==> src/rtl/idu_if.sv <==
// Fetch->decode->execute handshake bundle for the instruction decode unit.
// The slave modport is the decode unit; the master modport is its environment
// (fetch stage driving words in, execute stage consuming bundles).
interface idu_if;
  logic        ifu_valid;
  logic [63:0] ifu_data;
  logic        idu_ready;
  logic        flush;
  logic        idu_valid;
  logic        exu_ready;
  logic [31:0] idu_pc;
  logic [31:0] idu_inst;
  logic [4:0]  idu_rd;
  logic [4:0]  idu_rs1;
  logic [4:0]  idu_rs2;
  logic [31:0] idu_imm;
  logic [3:0]  idu_opclass;
  logic [2:0]  idu_funct3;
  logic        idu_funct7b5;
  logic        idu_rf_wen;
  logic        idu_mem_ren;
  logic        idu_mem_wen;
  logic        idu_ebreak;
  logic        idu_illegal;
  logic [31:0] dec_count;

  modport slave (
    input  ifu_valid, ifu_data, flush, exu_ready,
    output idu_ready, idu_valid, idu_pc, idu_inst, idu_rd, idu_rs1, idu_rs2,
           idu_imm, idu_opclass, idu_funct3, idu_funct7b5, idu_rf_wen,
           idu_mem_ren, idu_mem_wen, idu_ebreak, idu_illegal, dec_count
  );

  modport master (
    output ifu_valid, ifu_data, flush, exu_ready,
    input  idu_ready, idu_valid, idu_pc, idu_inst, idu_rd, idu_rs1, idu_rs2,
           idu_imm, idu_opclass, idu_funct3, idu_funct7b5, idu_rf_wen,
           idu_mem_ren, idu_mem_wen, idu_ebreak, idu_illegal, dec_count
  );
endinterface

==> src/rtl/idu.sv <==
// RV32I instruction decode unit: decodes fetched {inst, pc} words into a
// single registered bundle toward execute, with back-pressure, flush and a
// count of bundles retired into execute.
module idu #(
  parameter int WIDTH = 32
) (
  input logic  clk,
  input logic  rst_n,
  idu_if.slave bus
);

  typedef enum logic [0:0] {
    S_EMPTY = 1'b0,
    S_FULL  = 1'b1
  } state_e;

  typedef enum logic [2:0] {
    F_I = 3'd0,
    F_S = 3'd1,
    F_B = 3'd2,
    F_U = 3'd3,
    F_J = 3'd4,
    F_R = 3'd5
  } imm_fmt_e;

  typedef struct packed {
    logic [31:0] pc;
    logic [31:0] inst;
    logic [4:0]  rd;
    logic [4:0]  rs1;
    logic [4:0]  rs2;
    logic [31:0] imm;
    logic [3:0]  opclass;
    logic [2:0]  funct3;
    logic        funct7b5;
    logic        rf_wen;
    logic        mem_ren;
    logic        mem_wen;
    logic        ebreak;
    logic        illegal;
  } bundle_t;

  state_e      state_q, state_d;
  bundle_t     bundle_q, bundle_d;
  logic [31:0] dec_count_q, dec_count_d;

  logic [WIDTH-1:0] inst_s;
  logic [WIDTH-1:0] pc_s;
  logic             valid_s;
  logic             ready_s;
  logic             accept_s;
  logic             retire_s;
  bundle_t          dec_s;
  imm_fmt_e         fmt_s;
  logic             wen_class_s;

  assign inst_s   = bus.ifu_data[2*WIDTH-1:WIDTH];
  assign pc_s     = bus.ifu_data[WIDTH-1:0];
  assign valid_s  = (state_q == S_FULL);
  // Ready never looks at ifu_valid/ifu_data, so fetch can't form a loop through us.
  assign ready_s  = ~valid_s | bus.exu_ready | bus.flush;
  assign accept_s = bus.ifu_valid & ready_s & ~bus.flush;
  assign retire_s = valid_s & bus.exu_ready & ~bus.flush;

  // Decode the incoming fetch word into class, immediate format and flags.
  always_comb begin
    dec_s          = '0;
    fmt_s          = F_R;
    wen_class_s    = 1'b0;
    dec_s.pc       = pc_s;
    dec_s.inst     = inst_s;
    dec_s.rs1      = inst_s[19:15];
    dec_s.rs2      = inst_s[24:20];
    dec_s.funct3   = inst_s[14:12];
    dec_s.funct7b5 = inst_s[30];
    case (inst_s[6:0])
      7'b0110111: begin dec_s.opclass = 4'd0; fmt_s = F_U; wen_class_s = 1'b1; end
      7'b0010111: begin dec_s.opclass = 4'd1; fmt_s = F_U; wen_class_s = 1'b1; end
      7'b1101111: begin dec_s.opclass = 4'd2; fmt_s = F_J; wen_class_s = 1'b1; end
      7'b1100111: begin dec_s.opclass = 4'd3; fmt_s = F_I; wen_class_s = 1'b1; end
      7'b1100011: begin dec_s.opclass = 4'd4; fmt_s = F_B; end
      7'b0000011: begin dec_s.opclass = 4'd5; fmt_s = F_I; wen_class_s = 1'b1; dec_s.mem_ren = 1'b1; end
      7'b0100011: begin dec_s.opclass = 4'd6; fmt_s = F_S; dec_s.mem_wen = 1'b1; end
      7'b0010011: begin dec_s.opclass = 4'd7; fmt_s = F_I; wen_class_s = 1'b1; end
      7'b0110011: begin dec_s.opclass = 4'd8; fmt_s = F_R; wen_class_s = 1'b1; end
      7'b1110011: begin dec_s.opclass = 4'd9; fmt_s = F_I; end
      // Anything else, including a compressed-looking low pair, is illegal.
      default:    begin dec_s.opclass = 4'd15; fmt_s = F_R; dec_s.illegal = 1'b1; end
    endcase

    case (fmt_s)
      F_I:     dec_s.imm = {{20{inst_s[31]}}, inst_s[31:20]};
      F_S:     dec_s.imm = {{20{inst_s[31]}}, inst_s[31:25], inst_s[11:7]};
      F_B:     dec_s.imm = {{19{inst_s[31]}}, inst_s[31], inst_s[7], inst_s[30:25], inst_s[11:8], 1'b0};
      F_U:     dec_s.imm = {inst_s[31:12], 12'h000};
      F_J:     dec_s.imm = {{11{inst_s[31]}}, inst_s[31], inst_s[19:12], inst_s[20], inst_s[30:21], 1'b0};
      default: dec_s.imm = 32'h0000_0000;
    endcase

    // Writes to x0 are dropped, and rd reads as 0 whenever nothing is written.
    dec_s.rf_wen = wen_class_s & (inst_s[11:7] != 5'd0);
    if (dec_s.rf_wen) begin
      dec_s.rd = inst_s[11:7];
    end else begin
      dec_s.rd = 5'd0;
    end
    dec_s.ebreak = (inst_s == 32'h0010_0073);
  end

  // Next state, output register load and retire counter.
  always_comb begin
    state_d     = state_q;
    bundle_d    = bundle_q;
    dec_count_d = dec_count_q;
    case (state_q)
      S_EMPTY: begin
        if (accept_s) begin
          state_d = S_FULL;
        end else begin
          state_d = S_EMPTY;
        end
      end
      S_FULL: begin
        if (bus.flush) begin
          state_d = S_EMPTY;
        end else if (accept_s) begin
          state_d = S_FULL;
        end else if (bus.exu_ready) begin
          state_d = S_EMPTY;
        end else begin
          state_d = S_FULL;
        end
      end
      default: state_d = S_EMPTY;
    endcase
    if (accept_s) begin
      bundle_d = dec_s;
    end else begin
      bundle_d = bundle_q;
    end
    if (retire_s) begin
      dec_count_d = dec_count_q + 32'd1;
    end else begin
      dec_count_d = dec_count_q;
    end
  end

  // State, bundle and counter registers.
  always_ff @(posedge clk or negedge rst_n) begin
    if (!rst_n) begin
      state_q     <= S_EMPTY;
      bundle_q    <= '0;
      dec_count_q <= 32'd0;
    end else begin
      state_q     <= state_d;
      bundle_q    <= bundle_d;
      dec_count_q <= dec_count_d;
    end
  end

  assign bus.idu_ready    = ready_s;
  assign bus.idu_valid    = valid_s;
  assign bus.idu_pc       = bundle_q.pc;
  assign bus.idu_inst     = bundle_q.inst;
  assign bus.idu_rd       = bundle_q.rd;
  assign bus.idu_rs1      = bundle_q.rs1;
  assign bus.idu_rs2      = bundle_q.rs2;
  assign bus.idu_imm      = bundle_q.imm;
  assign bus.idu_opclass  = bundle_q.opclass;
  assign bus.idu_funct3   = bundle_q.funct3;
  assign bus.idu_funct7b5 = bundle_q.funct7b5;
  assign bus.idu_rf_wen   = bundle_q.rf_wen;
  assign bus.idu_mem_ren  = bundle_q.mem_ren;
  assign bus.idu_mem_wen  = bundle_q.mem_wen;
  assign bus.idu_ebreak   = bundle_q.ebreak;
  assign bus.idu_illegal  = bundle_q.illegal;
  assign bus.dec_count    = dec_count_q;

endmodule

==> src/flat_wrapper.sv <==
// flat-port wrapper written by rule: the top's interface ports become plain ports
module idu_flat 
#(
  parameter int WIDTH = 32
)
  (clk, rst_n, bus_ifu_valid, bus_ifu_data, bus_flush, bus_exu_ready, bus_idu_ready, bus_idu_valid, bus_idu_pc, bus_idu_inst, bus_idu_rd, bus_idu_rs1, bus_idu_rs2, bus_idu_imm, bus_idu_opclass, bus_idu_funct3, bus_idu_funct7b5, bus_idu_rf_wen, bus_idu_mem_ren, bus_idu_mem_wen, bus_idu_ebreak, bus_idu_illegal, bus_dec_count);
  idu_if bus_i ();
  input logic clk;
  input logic rst_n;
  input wire logic [$bits(bus_i.ifu_valid)-1:0] bus_ifu_valid;
  input wire logic [$bits(bus_i.ifu_data)-1:0] bus_ifu_data;
  input wire logic [$bits(bus_i.flush)-1:0] bus_flush;
  input wire logic [$bits(bus_i.exu_ready)-1:0] bus_exu_ready;
  output wire logic [$bits(bus_i.idu_ready)-1:0] bus_idu_ready;
  output wire logic [$bits(bus_i.idu_valid)-1:0] bus_idu_valid;
  output wire logic [$bits(bus_i.idu_pc)-1:0] bus_idu_pc;
  output wire logic [$bits(bus_i.idu_inst)-1:0] bus_idu_inst;
  output wire logic [$bits(bus_i.idu_rd)-1:0] bus_idu_rd;
  output wire logic [$bits(bus_i.idu_rs1)-1:0] bus_idu_rs1;
  output wire logic [$bits(bus_i.idu_rs2)-1:0] bus_idu_rs2;
  output wire logic [$bits(bus_i.idu_imm)-1:0] bus_idu_imm;
  output wire logic [$bits(bus_i.idu_opclass)-1:0] bus_idu_opclass;
  output wire logic [$bits(bus_i.idu_funct3)-1:0] bus_idu_funct3;
  output wire logic [$bits(bus_i.idu_funct7b5)-1:0] bus_idu_funct7b5;
  output wire logic [$bits(bus_i.idu_rf_wen)-1:0] bus_idu_rf_wen;
  output wire logic [$bits(bus_i.idu_mem_ren)-1:0] bus_idu_mem_ren;
  output wire logic [$bits(bus_i.idu_mem_wen)-1:0] bus_idu_mem_wen;
  output wire logic [$bits(bus_i.idu_ebreak)-1:0] bus_idu_ebreak;
  output wire logic [$bits(bus_i.idu_illegal)-1:0] bus_idu_illegal;
  output wire logic [$bits(bus_i.dec_count)-1:0] bus_dec_count;
  assign bus_i.ifu_valid = bus_ifu_valid;
  assign bus_i.ifu_data = bus_ifu_data;
  assign bus_i.flush = bus_flush;
  assign bus_i.exu_ready = bus_exu_ready;
  assign bus_idu_ready = bus_i.idu_ready;
  assign bus_idu_valid = bus_i.idu_valid;
  assign bus_idu_pc = bus_i.idu_pc;
  assign bus_idu_inst = bus_i.idu_inst;
  assign bus_idu_rd = bus_i.idu_rd;
  assign bus_idu_rs1 = bus_i.idu_rs1;
  assign bus_idu_rs2 = bus_i.idu_rs2;
  assign bus_idu_imm = bus_i.idu_imm;
  assign bus_idu_opclass = bus_i.idu_opclass;
  assign bus_idu_funct3 = bus_i.idu_funct3;
  assign bus_idu_funct7b5 = bus_i.idu_funct7b5;
  assign bus_idu_rf_wen = bus_i.idu_rf_wen;
  assign bus_idu_mem_ren = bus_i.idu_mem_ren;
  assign bus_idu_mem_wen = bus_i.idu_mem_wen;
  assign bus_idu_ebreak = bus_i.idu_ebreak;
  assign bus_idu_illegal = bus_i.idu_illegal;
  assign bus_dec_count = bus_i.dec_count;
  idu #(.WIDTH(WIDTH)) u_core (.clk(clk), .rst_n(rst_n), .bus(bus_i));
endmodule
==> config.mk <==
export PLATFORM = sky130hd
export DESIGN_NAME = idu_flat
export DESIGN_NICKNAME = d
export VERILOG_FILES = /design/src/rtl/idu_if.sv /design/src/rtl/idu.sv /design/src/flat_wrapper.sv
export SDC_FILE = /design/constraint.sdc
export NUM_CORES = 1
export LEC_CHECK = 0
export BUFFER_PORTS_ARGS = -buffer_cell sky130_fd_sc_hd__buf_2
export CELL_PAD_IN_SITES_DETAIL_PLACEMENT = 0
export CELL_PAD_IN_SITES_GLOBAL_PLACEMENT = 1
export CORE_ASPECT_RATIO = 1.5
export CORE_UTILIZATION = 38
export CTS_BUF_LIST = sky130_fd_sc_hd__clkbuf_8
export DETAILED_ROUTE_END_ITERATION = 7
export PLACE_DENSITY = 0.83
export SYNTH_ARGS = -nofsm -noshare
export SYNTH_HDL_FRONTEND = slang
export SYNTH_SLANG_ARGS = --single-unit
==> constraint.sdc <==
create_clock -name clk -period 2 [get_ports clk]
set_clock_uncertainty 0.05 [all_clocks]
set_input_delay 0.4 -clock clk [delete_from_list [all_inputs] [get_ports clk]]
set_output_delay 0.4 -clock clk [all_outputs]
set_load 0.005 [all_outputs]
### Yosys cells after proc, flatten, opt, wreduce, memory -nomap -nowiden

Cells that the tools add are included.

* register bits after elaboration: 157
* latch bits: 0
* bits in writable memories: 0
* memory bits (read-only): 0
* input port bits: 69
* logic and storage cells: 60
* memories: 0

* add/sub/neg operators: 1
* multiply operators: 0
* divide/modulo/power cells: 0
* $lt $le $gt $ge: 0
* equality and inequality tests: 15
* shift operators: 0
* multiplexer cells: 13
* bitwise operators: 9
* reductions and logical operators: 6

Operators by type and width (number)
* one-hot mux 32 bit (5 select lines): 1
* one-hot mux 4 bit (10 select lines): 1
* adder 32 x 1 -> 32 bit (second input constant): 1
* equality test 32 x 21 -> 1 bit (second input constant): 1
* equality test 7 bit (second input constant): 4
* equality test 7 x 6 -> 1 bit (second input constant): 3
* one-hot mux 3 bit (5 select lines): 1
* equality test 7 x 5 -> 1 bit (second input constant): 2
* OR reduction 10 bit: 1
* 2-to-1 mux 1 bit: 8
* equality test 7 x 2 -> 1 bit (second input constant): 1
* OR reduction 7 bit: 1
* equality test 3 x 2 -> 1 bit (second input constant): 2
* bitwise AND 1 bit: 5
* 2-to-1 mux 5 bit: 1
* nonzero test 5 bit: 1
* OR reduction 4 bit: 1
* equality test 3 x 1 -> 1 bit (second input constant): 1
* equality test 3 bit (second input constant): 1
* logical NOT 3 bit: 1
* NOT 1 bit: 2
* bitwise OR 1 bit: 2
* one-hot mux 1 bit (2 select lines): 1
* OR reduction 2 bit: 1

### Longest topological paths before layout

* word-level depth: 8
* mapped depth: 8
* gate-level depth less buffers: 6

### Least setup slack after synthesis

Ideal clock, no wire load.

* path type: input-to-reg
* start point: in bus_ifu_data[34]
* end point: reg u_core.bundle_q (netlist bit u_core.bus.idu_imm[21])
* data arrival time: 1.658 ns
* data required time: 1.824 ns
* slack: 0.166 ns
* stages: 8
* cells stage by stage: clkbuf_1 > nand3_1 > or2_1 > buf_4 > a21boi_1 > nor3_2 > buf_4 > a221o_1

* word-level cells in the longest chain between the ends: 5
* elaborated cells between the ends (all ways): 18
* those cells by class: eq/ne (13); mux (2); reduce/logical (3)

Ends and longest elaborated chain
* start, declared: RTL line flat_wrapper.sv:11 `input wire logic [$bits(bus_i.ifu_data)-1:0] bus_ifu_data;`
* equality test 7 bit (tied with other cells): RTL line idu.sv:76 `case (inst_s[6:0])`
* OR reduction 4 bit (no source line) / OR reduction 2 bit (equally long branches)
* one-hot mux 3 bit (5 select lines) *: RTL line idu.sv:76
* equality test 3 bit (tied with other cells): RTL line idu.sv:91 `case (fmt_s)`
* one-hot mux 32 bit (5 select lines) *: RTL line idu.sv:91
* end signal, assigned: RTL line idu.sv:156 `bundle_q <= bundle_d;`
* end, declared: RTL line idu.sv:44 `bundle_t bundle_q, bundle_d;`

Every way passes the cells marked *; elsewhere a longest branch is shown, timed or not.
A chain may end at the register's enable or synchronous reset.

### Worst setup path after layout

* start point: reg u_core.dec_count_q[9] (netlist: u_core.bus.dec_count[9])
* end point: reg u_core.dec_count_q[22] (netlist: u_core.bus.dec_count[22])

* word-level cells in the longest chain between the ends: 1

Ends and longest elaborated chain
* start, declared: RTL line idu.sv:45 `logic [31:0] dec_count_q, dec_count_d;`
* start signal, assigned: RTL line idu.sv:157 `dec_count_q <= dec_count_d;`
* adder 32 x 1 -> 32 bit: RTL line idu.sv:142 `dec_count_d = dec_count_q + 32'd1;`

No other way between the ends.

==> impl_metrics.py <==
metrics = {
    "cells_and_area": {
        "layout-drive-gt1-share": 0.363,
        "fillerInstances": 1531,
        "diodes": 0,
        "instances_no_fill": 1070,
        "stdcell_area_mm2": 0.00803,
        "fin_util": 0.512,
        "area_growth_pct": 31.4,
        "final_cell_mix": "225 x buf_2, 221 x nand2_1, 143 x dfrtp_1, 33 x buf_4, 27 x xnor2_1",
        "final_common_cell": "buf_2",
        "layout.nets": 925,
    },
    "timing": {
        "drv_slew": 0,
        "min_period_ns": 1.85,
        "rsz0062_at_grt": "false",
        "finalSetupTns_ns": 0,
        "worstMarginPinSlew_ns": 0.554,
        "hold_viol_final": 0,
        "setup_violations": 0,
        "fin_crit_sh": 0.924,
        "timing.hold.ws_ns": 0.0973,
        "slew_headroom": 0.627,
        "max_freq_mhz": 541,
    },
    "grt": {
        "antenna_found_initial": 0,
        "grt_usage": 0.206,
        "first_global_vias": 4970,
        "overflow": 0,
        "grt_max_degree": 57,
        "grt_first_pass_wirelength_um": 26200,
    },
    "status": {
        "status": "finished clean",
    },
    "critical_path": {
        "critPathMaxFanout": 6,
        "startpoint_type": "flip-flop",
        "critPathKind": "flip-flop to flip-flop",
        "crit_chain": "nand4_1, nor4_2, and3_1, nand4_1, xnor2_1",
        "critPathSlowestCell": "nor4_2",
        "path_buf_inv": 0,
        "cpLargestDelayFamily": "simple AND/OR/NAND/NOR gates",
        "rr_worst_depth": 5,
        "required_ns": 2.28,
        "cp.depth": 5,
        "crit_path_frequent_cell": "nand4_1",
        "critPathArrivalTime_ns": 2.13,
        "crit_path_end_kind": "flip-flop",
        "max_stage_delay_ns": 0.41,
    },
    "logic_synthesis": {
        "synth_cell_type_count": 56,
        "ys.flop_type": "dfrtp_1",
        "synthesis.instances": 614,
        "synth.yosys.warnings": 0,
        "ys_seq_area_frac": 0.586,
        "async_reset_ff_frac": 1.00,
        "synth_edf_count": 0,
        "synth-seq-cells": 143,
        "syn_area_per_cell_um2": 9.95,
        "synth_nets": 684,
        "synth_area_mm2": 0.00611,
    },
    "detailed_routing": {
        "wl_per_cell_um": 15.9,
        "dr.pass1.iters": 4,
        "drtIter0Drc": 234,
        "via_count": 5247,
        "antenna_left": 0,
        "wl_um": 17000,
        "drcViolationCount": 0,
        "post_drt_via_cell_ratio": 4.90,
    },
    "cts": {
        "cts_tree": "yes",
        "clk_pin_slew_ns": 0.09,
        "insertion_delay_ns": 0.43,
        "post-cts-setup-buffers": 0,
        "htree_levels": 4,
        "clock-root-buffer": "clkbuf_8",
        "numCtsBuffers": 17,
        "clockBufferDepth": 2,
        "clkSinkCount": 143,
    },
    "hold_path": {
        "whs_path_depth": 3,
        "min_path_type": "primary input to flip-flop",
    },
    "pwr": {
        "p_sw_frac": 0.290,
        "power.density_mw_per_mm2": 806,
        "p_leak_nw": 4.39,
        "p_seq_frac": 0.509,
        "clockPowerShare": 0.338,
        "combPwrFrac": 0.153,
        "p_sw_w": 0.00188,
        "vdd_ir_drop_max_v": 0.000443,
        "internal_power_w": 0.00459,
    },
    "floorplanning": {
        "die_x_um": 106,
        "initial_core_util": 0.389,
        "core_mm2": 0.0157,
        "num_rows": 56,
        "io_pins": 227,
        "dieArea_mm2": 0.0166,
        "die_h_um": 157,
    },
    "placed_design": {
        "portBuffers": 226,
        "finalWeightedCongestion": 0.870,
        "dp_cells": 1038,
        "dp.final_hpwl_um": 12600,
        "placed_area_mm2": 0.00765,
    },
    "run": {
        "drv_cap": 0,
    },
}
-- power groups by stage --
stage               logic (W)  registers [W]  clock network (W)
floorplan            0.000404        0.00338                  0
global placement     0.000994        0.00335                  0
CTS                   0.00101        0.00330            0.00227
detailed placement    0.00100        0.00335                  0
finish               0.000991        0.00329            0.00218
global route          0.00112        0.00333            0.00237
-- logic make-up after synthesis --
group           share of synthesized area
simple gates                        0.221
flops                               0.586
compound gates                     0.0944
buf+inv                            0.0457
xor+xnor                           0.0459
mux                               0.00532
fa+ha+maj                         0.00205
-- repair_timing --
action	CTS	global route
resized for setup	0	2
hold buffers	1	0
endpoints found under the hold margin	38	0
setup endpoints to repair	0	12
-- cells in the mapped netlist, types with 2 or more instances --
cell / number / area, µm²
or3_1: 2 / 12.5
mux2_2: 2 / 22.5
a21o_1: 4 / 30.0
nor3_1: 2 / 10.0
and2_1: 2 / 12.5
nor4_2: 2 / 25.0
nand3_1: 14 / 70.1
o21ai_0: 15 / 75.1
a22o_1: 15 / 131
nand2b_1: 3 / 18.8
a21oi_1: 11 / 55.1
clkbuf_1: 13 / 48.8
nor2b_1: 3 / 18.8
nor4_1: 5 / 31.3
or2_1: 2 / 12.5
or2_2: 2 / 12.5
inv_1: 8 / 30.0
dfrtp_1: 143 / 3580
nand4b_1: 2 / 17.5
a221o_1: 11 / 110
buf_4: 17 / 128
nor2_2: 2 / 12.5
a31oi_1: 3 / 18.8
buf_2: 13 / 65.1
o21ai_1: 6 / 30.0
and3_1: 4 / 25.0
buf_1: 2 / 7.51
nand2_1: 221 / 830
xnor2_1: 27 / 236
nand4_1: 10 / 62.6
nor2_1: 16 / 60.1
xor2_1: 5 / 43.8
and4_1: 4 / 35.0
-- flip-flops by register name, summed over array words and instances (netlist names) --
name                    flops
u_core.bus.dec_count       32
u_core.bus.idu_ebreak       1
u_core.bus.idu_funct3       2
u_core.bus.idu_illegal      1
u_core.bus.idu_imm         32
u_core.bus.idu_inst        22
u_core.bus.idu_mem_ren      1
u_core.bus.idu_mem_wen      1
u_core.bus.idu_opclass      4
u_core.bus.idu_pc          32
u_core.bus.idu_rd           5
u_core.bus.idu_rf_wen       1
u_core.bus.idu_rs1          4
u_core.bus.idu_rs2          4
u_core.bus.idu_valid        1
-- worst paths after layout --
check                                        start                  endpoint  slack, ns
max                        u_core.bus.dec_count[9]  u_core.bus.dec_count[22]       0.15
min                               bus_ifu_data[27]     u_core.bus.idu_pc[27]        0.1
max reg2reg                u_core.bus.dec_count[9]  u_core.bus.dec_count[22]       0.15
min reg2reg                  u_core.bus.idu_pc[21]     u_core.bus.idu_pc[21]       0.42
max in group asynchronous                    rst_n      u_core.bus.idu_pc[8]       0.86
min in group asynchronous                    rst_n    u_core.bus.idu_inst[8]       0.38
-- stage by stage --
step,power [W],worst slack (ns)
after CTS,0.00658,0.0693
after global routing,0.00682,0.0625
after global placement,0.00434,-0.00291
after floorplan,0.00378,0.166
final,0.00647,0.153
after detailed placement,0.00436,-0.0334
-- layer usage --
metal  GRT usage  share of wire
met5           0              0
met4      0.0899          0.027
met1       0.236           0.40
met2       0.365           0.53
met3      0.0476          0.051
-- tightest hold or removal path, delay by kind of cell --
| kind | cells | cell delay, ns |
|---|---|---|
| buf+inv | 1 | 0.07 |
| simple gates | 2 | 0.08 |
-- layout make-up --
| cell class | instances | area [µm²] | area share |
|---|---|---|---|
| Inverter | 8 | 30.0 | 0.00374 |
| Clock buffer | 17 | 234 | 0.0291 |
| Sequential cell | 143 | 3580 | 0.446 |
| Timing Repair Buffer | 267 | 1540 | 0.191 |
| Clock inverter | 14 | 134 | 0.0167 |
| Tap cell | 203 | 254 | 0.0316 |
| Multi-Input combinational cell | 418 | 2260 | 0.282 |
(Power assumes the default switching activity.)
